## src/rtl/chip_data_merger_pkg.sv

```systemverilog
// Shared constants and helpers for the chip data merger.
package chip_data_merger_pkg;

  localparam int unsigned TAG_W_DEF      = 4;
  localparam int unsigned TAG_MARK_POS   = TAG_W_DEF - 1;
  localparam int unsigned MARK_CNT_W     = 16;
  localparam int unsigned LOST_CNT_W_DEF = 8;

  function automatic int unsigned clog2(input int unsigned v);
    int unsigned r;
    r = 0;
    for (int unsigned i = 0; i < 32; i++) begin
      if ((64'(1) << i) < 64'(v)) r = i + 1;
    end
    return r;
  endfunction

  // Tag = {marker, channel index}; the marker sits in the tag MSB.
  function automatic int unsigned tag_compose(input logic marker, input int unsigned idx,
                                              input int unsigned tag_w);
    return (int'(marker) << (tag_w - 1)) | idx;
  endfunction

endpackage

```

## src/rtl/chip_data_merger_ch_fifo.sv

```systemverilog
// Per-channel buffer with full/empty tracking, drop counter and optional
// overflow marker insertion (CHIP_MERGER_OVF_MARKER_EN).
module merger_ch_fifo
  import chip_data_merger_pkg::*;
#(
  parameter int unsigned DATA_W     = 28,
  parameter int unsigned FIFO_DEPTH = 16,
  parameter int unsigned LOST_CNT_W = LOST_CNT_W_DEF
) (
  input  logic                  clk_i,
  input  logic                  rst_ni,
  input  logic                  clear_i,
  input  logic                  en_i,
  input  logic                  wr_i,
  input  logic [DATA_W-1:0]     wdata_i,
  input  logic                  pop_i,
  output logic                  ready_o,
  output logic                  empty_o,
  output logic [DATA_W-1:0]     rdata_o,
  output logic                  rmark_o,
  output logic [LOST_CNT_W-1:0] lost_cnt_o
);

  localparam int unsigned AW = clog2(FIFO_DEPTH);
`ifdef CHIP_MERGER_OVF_MARKER_EN
  localparam int unsigned EW = DATA_W + 1;
`else
  localparam int unsigned EW = DATA_W;
`endif
  localparam logic [AW:0] PTR_ONE = 1;

  logic [AW:0]           wr_ptr_q, wr_ptr_d, rd_ptr_q, rd_ptr_d;
  logic [EW-1:0]         mem_q [FIFO_DEPTH];
  logic [EW-1:0]         wentry, rentry;
  logic                  full, full_d;
  logic                  push, do_pop, drop;
  logic                  ready_q, ready_d;
  logic [LOST_CNT_W-1:0] lost_q, lost_d;

  assign full    = (wr_ptr_q[AW] != rd_ptr_q[AW]) && (wr_ptr_q[AW-1:0] == rd_ptr_q[AW-1:0]);
  assign empty_o = (wr_ptr_q == rd_ptr_q);
  assign rentry  = mem_q[rd_ptr_q[AW-1:0]];
  assign rdata_o = rentry[DATA_W-1:0];

`ifdef CHIP_MERGER_OVF_MARKER_EN
  logic                  pend_q, pend_d, mk_push, push_data;
  logic [MARK_CNT_W-1:0] mk_cnt_q, mk_cnt_d;

  // A pending marker takes the buffer slot ahead of any new data.
  assign mk_push   = en_i && pend_q && !full;
  assign push_data = en_i && wr_i && !full && !pend_q;
  assign drop      = en_i && wr_i && (full || pend_q);
  assign push      = push_data || mk_push;
  assign wentry    = mk_push ? {1'b1, DATA_W'(mk_cnt_q)} : {1'b0, wdata_i};
  assign rmark_o   = rentry[DATA_W];

  always_comb begin
    pend_d   = pend_q;
    mk_cnt_d = mk_cnt_q;
    if (!en_i) begin
      pend_d   = 1'b0;
      mk_cnt_d = '0;
    end else if (mk_push) begin
      pend_d   = drop;
      mk_cnt_d = drop ? MARK_CNT_W'(1) : '0;
    end else if (drop) begin
      pend_d = 1'b1;
      if (mk_cnt_q != '1) mk_cnt_d = mk_cnt_q + MARK_CNT_W'(1);
    end
  end

  always_ff @(posedge clk_i or negedge rst_ni) begin
    if (!rst_ni) begin
      pend_q   <= 1'b0;
      mk_cnt_q <= '0;
    end else if (clear_i) begin
      pend_q   <= 1'b0;
      mk_cnt_q <= '0;
    end else begin
      pend_q   <= pend_d;
      mk_cnt_q <= mk_cnt_d;
    end
  end
`else
  assign drop    = en_i && wr_i && full;
  assign push    = en_i && wr_i && !full;
  assign wentry  = wdata_i;
  assign rmark_o = 1'b0;
`endif

  assign do_pop = en_i && pop_i && !empty_o;

  always_comb begin
    wr_ptr_d = '0;
    rd_ptr_d = '0;
    if (en_i) begin
      wr_ptr_d = push   ? wr_ptr_q + PTR_ONE : wr_ptr_q;
      rd_ptr_d = do_pop ? rd_ptr_q + PTR_ONE : rd_ptr_q;
    end
    full_d = (wr_ptr_d[AW] != rd_ptr_d[AW]) && (wr_ptr_d[AW-1:0] == rd_ptr_d[AW-1:0]);
`ifdef CHIP_MERGER_OVF_MARKER_EN
    ready_d = en_i && !full_d && !pend_d;
`else
    ready_d = en_i && !full_d;
`endif
    lost_d = lost_q;
    if (drop && (lost_q != '1)) lost_d = lost_q + LOST_CNT_W'(1);
  end

  always_ff @(posedge clk_i or negedge rst_ni) begin
    if (!rst_ni) begin
      wr_ptr_q <= '0;
      rd_ptr_q <= '0;
      ready_q  <= 1'b0;
      lost_q   <= '0;
    end else if (clear_i) begin
      wr_ptr_q <= '0;
      rd_ptr_q <= '0;
      ready_q  <= 1'b0;
      lost_q   <= '0;
    end else begin
      wr_ptr_q <= wr_ptr_d;
      rd_ptr_q <= rd_ptr_d;
      ready_q  <= ready_d;
      lost_q   <= lost_d;
    end
  end

  always_ff @(posedge clk_i) begin
    if (push) mem_q[wr_ptr_q[AW-1:0]] <= wentry;
  end

  assign ready_o    = ready_q;
  assign lost_cnt_o = lost_q;

endmodule

```

## src/rtl/chip_data_merger.sv

```systemverilog
// N-channel round-robin merger into one tagged output register.
// Optional in-stream overflow markers: define CHIP_MERGER_OVF_MARKER_EN.
module chip_data_merger
  import chip_data_merger_pkg::*;
#(
  parameter int unsigned N_CH       = 4,
  parameter int unsigned DATA_W     = 28,
  parameter int unsigned TAG_W      = TAG_W_DEF,
  parameter int unsigned FIFO_DEPTH = 16,
  parameter int unsigned LOST_CNT_W = LOST_CNT_W_DEF
) (
  input  logic                         CLK,
  input  logic                         RESETB,
  input  logic                         CLEAR,
  input  logic [N_CH-1:0]              CH_EN,
  input  logic [N_CH-1:0]              CH_WRITE,
  input  logic [N_CH*DATA_W-1:0]       CH_DATA,
  output logic [N_CH-1:0]              CH_READY,
  output logic                         OUT_VALID,
  input  logic                         OUT_READ,
  output logic [TAG_W+DATA_W-1:0]      OUT_DATA,
  output logic [N_CH*LOST_CNT_W-1:0]   LOST_CNT
);

  localparam int unsigned IW = (N_CH > 1) ? clog2(N_CH) : 1;

  logic [N_CH-1:0]         empty, rmark, req, pop;
  logic [DATA_W-1:0]       rdata [N_CH];
  logic [IW-1:0]           rr_q, grant_idx, rr_next;
  logic                    grant_found, load;
  logic                    out_valid_q;
  logic [TAG_W+DATA_W-1:0] out_data_q, out_word;
  logic [TAG_W-1:0]        tag;
  int unsigned             cand;

  for (genvar g = 0; g < N_CH; g++) begin : g_ch
    merger_ch_fifo #(
      .DATA_W     (DATA_W),
      .FIFO_DEPTH (FIFO_DEPTH),
      .LOST_CNT_W (LOST_CNT_W)
    ) u_fifo (
      .clk_i      (CLK),
      .rst_ni     (RESETB),
      .clear_i    (CLEAR),
      .en_i       (CH_EN[g]),
      .wr_i       (CH_WRITE[g]),
      .wdata_i    (CH_DATA[g*DATA_W +: DATA_W]),
      .pop_i      (pop[g]),
      .ready_o    (CH_READY[g]),
      .empty_o    (empty[g]),
      .rdata_o    (rdata[g]),
      .rmark_o    (rmark[g]),
      .lost_cnt_o (LOST_CNT[g*LOST_CNT_W +: LOST_CNT_W])
    );
  end

  // rr_q holds the next search start, i.e. last_grant+1 mod N_CH.
  always_comb begin
    req         = CH_EN & ~empty;
    grant_found = 1'b0;
    grant_idx   = '0;
    cand        = 0;
    for (int unsigned k = 0; k < N_CH; k++) begin
      cand = (32'(rr_q) + k) % N_CH;
      if (!grant_found && req[cand]) begin
        grant_found = 1'b1;
        grant_idx   = IW'(cand);
      end
    end
    load    = (!out_valid_q || OUT_READ) && grant_found;
    rr_next = (grant_idx == IW'(N_CH - 1)) ? '0 : grant_idx + IW'(1);
    pop     = '0;
    if (load) pop[grant_idx] = 1'b1;
    tag      = TAG_W'(tag_compose(rmark[grant_idx], 32'(grant_idx), TAG_W));
    out_word = {tag, rdata[grant_idx]};
  end

  always_ff @(posedge CLK or negedge RESETB) begin
    if (!RESETB) begin
      out_valid_q <= 1'b0;
      out_data_q  <= '0;
      rr_q        <= '0;
    end else if (CLEAR) begin
      out_valid_q <= 1'b0;
      out_data_q  <= '0;
      rr_q        <= '0;
    end else if (load) begin
      out_valid_q <= 1'b1;
      out_data_q  <= out_word;
      rr_q        <= rr_next;
    end else if (OUT_READ) begin
      out_valid_q <= 1'b0;
    end
  end

  assign OUT_VALID = out_valid_q;
  assign OUT_DATA  = out_data_q;

endmodule

```

## config.mk

```make
export PLATFORM = sky130hd
export DESIGN_NAME = chip_data_merger
export DESIGN_NICKNAME = d
export VERILOG_FILES = /design/src/rtl/chip_data_merger_pkg.sv /design/src/rtl/chip_data_merger_ch_fifo.sv /design/src/rtl/chip_data_merger.sv
export SDC_FILE = /design/constraint.sdc
export NUM_CORES = 2
export LEC_CHECK = 0
export ABC_CLOCK_PERIOD_IN_PS = 7850
export CAP_MARGIN = 40
export CORE_MARGIN = 2
export CORE_UTILIZATION = 41
export DETAILED_ROUTE_END_ITERATION = 7
export DONT_BUFFER_PORTS = 1
export SETUP_SLACK_MARGIN = 0.05
export SLEW_MARGIN = 0
export SYNTH_ARGS = -nofsm -noshare
export SYNTH_HDL_FRONTEND = slang
export SYNTH_SLANG_ARGS = --single-unit
```

## constraint.sdc

```tcl
create_clock -name CLK -period 7.85 [get_ports CLK]
set_input_delay 0.785 -clock CLK [delete_from_list [all_inputs] [get_ports CLK]]
set_output_delay 0.785 -clock CLK [all_outputs]
set_load 0.05 [all_outputs]
```

==> results.json <==
{
  "cts_tree": "done",
  "dp_hpwl_mm": 111,
  "n_fill_cell": 14825,
  "core_um2": 181000,
  "dr_total_vias": 36641,
  "htreeDepth": 4,
  "finalSetupTns_ns": 0,
  "slew_violations": 0,
  "seq_area_frac_synth_pct": 75.7,
  "io_pins": 193,
  "hp-class": "in -> reg",
  "numCtsBuffers": 193,
  "cts_setup_buffers": 0,
  "crit_path_end_kind": "flip-flop",
  "numPortBuffers": 0,
  "area_delta_synth_final_pct": 14.7,
  "final_nets": 3981,
  "ys_types": 64,
  "rsz0062_at_grt": "no",
  "grt_use_total_pct": 20.5,
  "path_class": "reg -> reg",
  "relSlewSlack_pct": 41.2,
  "die_h_um": 431,
  "syn_inst": 3622,
  "peakVddDrop_v": 0.000178,
  "gp_congestion": 0.845,
  "cts.repair.resized": 0,
  "cts_sinks": 1901,
  "synth_flop_cell": "edfxtp_1",
  "start_util_pct": 41.3,
  "instances_no_fill": 6364,
  "root_buffer": "clkbuf_16",
  "die_w_um": 431,
  "cp_max_fo": 37,
  "cap_violations": 0,
  "worst_setup_path_start_kind": "flip-flop",
  "cellPowerDensity_nw_per_um2": 242,
  "synth_edf_count": 1792,
  "wl_per_cell_um": 29.9,
  "gr-total-overflow": 0,
  "clock_path_buffers": 3,
  "ant_nets": 0,
  "dp_cells": 5896,
  "ys_ff_latch": 1901,
  "yosysTopAreaCellShare_pct": 72.1,
  "antenna_found_initial": 7,
  "async_flop_share_pct": 5.73,
  "period_share_pct": 68.2,
  "die-area_um2": 185000,
  "yosysWarnings": 0,
  "via_per_inst": 5.76,
  "grt_pass1_wl_mm": 274,
  "wl_mm": 190,
  "firstDrtPassIters": 5,
  "rows": 156,
  "drc_errors": 0,
  "fin_skew_ns": 0.0429,
  "clk_latency_ns": 0.83,
  "setup_viol": 0,
  "grt_max_degree": 110,
  "hold_viol": 0,
  "drive_above_1_share_pct": 22.7,
  "postSynthAreaPerCell_um2": 20.6,
  "status": "complete, no violations",
  "synth.largest_area_cell": "edfxtp_1",
  "synth_area_leaders": "edfxtp_1 72%, mux4_2 13%, dfrtp_1 3.7%",
  "grt_pass1_vias": 37315,
  "p_leak_nw": 26.3,
  "dp_worst_setup_slack_ns": 2.57,
  "worst-endpoint-arrival_ns": 6.06,
  "path_clk_slew_ns": 0.06,
  "tightest_slew_ns": 0.881,
  "setup_slack_ns": 2.50,
  "period_needed_ns": 5.35,
  "drt_iter0_drc": 3803,
  "syn_area_um2": 74600,
  "cp.required_ns": 8.56,
  "fmax_ghz": 0.187
}
## metal layers
layer  global-route usage (%)  up-vias  share of wire [%]
met5                        0        -                  0
met4                     7.79        0                3.9
met3                     3.95      280                6.4
met2                     33.5     1203                 49
met1                     27.4    19641                 41
li1                         -    15517                  -
## timing repair
action	CTS	global route
hold buffers	111	0
hold endpoints to repair	1174	0
endpoints found under the setup margin	0	0
## where the power goes
group / leakage, nW / internal [mW] / switching (mW)
clock: 3.04 / 5.11 / 3.91
sequential: 17.6 / 11.1 / 0.109
combinational: 5.59 / 0.156 / 0.300
## cell type report
cell class / instances / area [um2] / area share [%]
sequential: 1901 / 56600 / 66.1
multi-input combinational: 1495 / 17500 / 20.5
clock buffer: 240 / 5070 / 5.92
tap: 2370 / 2970 / 3.46
timing repair buffer: 223 / 2220 / 2.59
clock inverter: 115 / 1180 / 1.38
inverter: 18 / 67.6 / 0.0789
antenna: 2 / 5.00 / 0.00585
## cells in the final DEF, fill, tap and decap left out, types with 6 or more instances in the layout
cell type      instances
o22ai_1               55
nand2_1               97
dfrtp_1               98
clkbuf_8               6
clkinv_16              7
o221ai_1              90
dfrtp_4                8
nor3_1                12
o32ai_1               12
o31ai_1               11
and3_1                46
nor2_4                35
a211oi_1              45
a21oi_1               68
or3_1                 10
clkbuf_1              41
dlygate4sd3_1        110
inv_1                 14
nor3_2                13
xnor2_1               42
nor2_1               101
nand2b_1              28
buf_4                 93
nand3_1               15
edfxtp_1            1792
buf_12                14
ha_1                  25
bufinv_16             15
clkbuf_16            193
xor2_1                49
mux2i_1              195
clkinv_1              41
mux4_2               425
nand4_1               23
and2_2                16
o21ai_0               18
clkinv_2              36
## logic make-up (layout without fill, tap and decap cells)
logic type,after synthesis,after routing,share of synthesized area (%)
compound gates,335,335,3.23
xor+xnor,94,94,1.16
fa+ha+maj,25,25,0.419
buf+inv,227,596,1.29
flops,1901,1901,75.7
mux,621,621,15.5
other cells,1,4,0.00502
simple gates,418,418,2.70
## final timing paths
path / start / endpoint / slack, ns / cells after the start
setup / recovery: g_ch[0].u_fifo.rd_ptr_q[0] / g_ch[2].u_fifo.ready_o / 2.50 / 14
hold / removal: CH_DATA[95] / g_ch[3].u_fifo.mem_q[4][11] / 0.05 / 0
setup reg to reg: g_ch[0].u_fifo.rd_ptr_q[0] / g_ch[2].u_fifo.ready_o / 2.50 / 14
hold reg to reg: g_ch[0].u_fifo.wr_ptr_q[4] / g_ch[0].u_fifo.wr_ptr_q[4] / 0.57 / 2
max in group asynchronous: RESETB / g_ch[1].u_fifo.rd_ptr_q[0] / 6.63 / 2
min in group asynchronous: RESETB / g_ch[3].u_fifo.lost_cnt_o[4] / 0.50 / 2
## synthesized netlist by cell type (29+ instances only)
cell type / count
a211oi_1: 45
clkbuf_1: 122
buf_2: 54
nand2_1: 98
mux4_2: 425
nor2_1: 137
dfrtp_1: 109
xor2_1: 49
o22ai_1: 55
and3_1: 46
o221ai_1: 90
mux2i_1: 195
xnor2_1: 42
edfxtp_1: 1792
nand2b_1: 29
a21oi_1: 68
## worst max-delay path: stages (launching register included)
cell and delay, ns:
dfrtp_4 0.93, xor2_1 0.17, or4_4 0.59, o211a_1 0.28, o21bai_1 0.19, or2_2 0.55
inv_1 0.52, ha_1 0.25, nand2_1 0.06, a211oi_1 0.61, mux2i_1 0.41, nor2_1 0.11
xnor2_1 0.15, a31o_2 0.25, a41oi_1 0.14
## flip-flops by register name, summed over array words and instances (netlist names)
register,cells
g_ch.u_fifo.mem_q,1792
OUT_DATA,30
g_ch.u_fifo.ready_o,4
g_ch.u_fifo.rd_ptr_q,20
OUT_VALID,1
g_ch.u_fifo.wr_ptr_q,20
rr_q,2
g_ch.u_fifo.lost_cnt_o,32
## metrics by stage
| stage | power, mW | util (%) | hold slack, ns | cell area (um2) |
|---|---|---|---|---|
| global placement | 11.8 | 43.1 | 0.492 | 77800 |
| finish | 20.7 | 47.4 | 0.0483 | 85600 |
| CTS | 20.9 | 47.3 | 0.0000318 | 85600 |
| global route | 21.3 | 47.3 | 0.000794 | 85600 |
| detailed placement | 11.8 | 43.3 | 0.491 | 78200 |
| floorplan | 11.6 | - | 0.489 | 74600 |
Note: power is estimated with default switching activity, not from simulation.
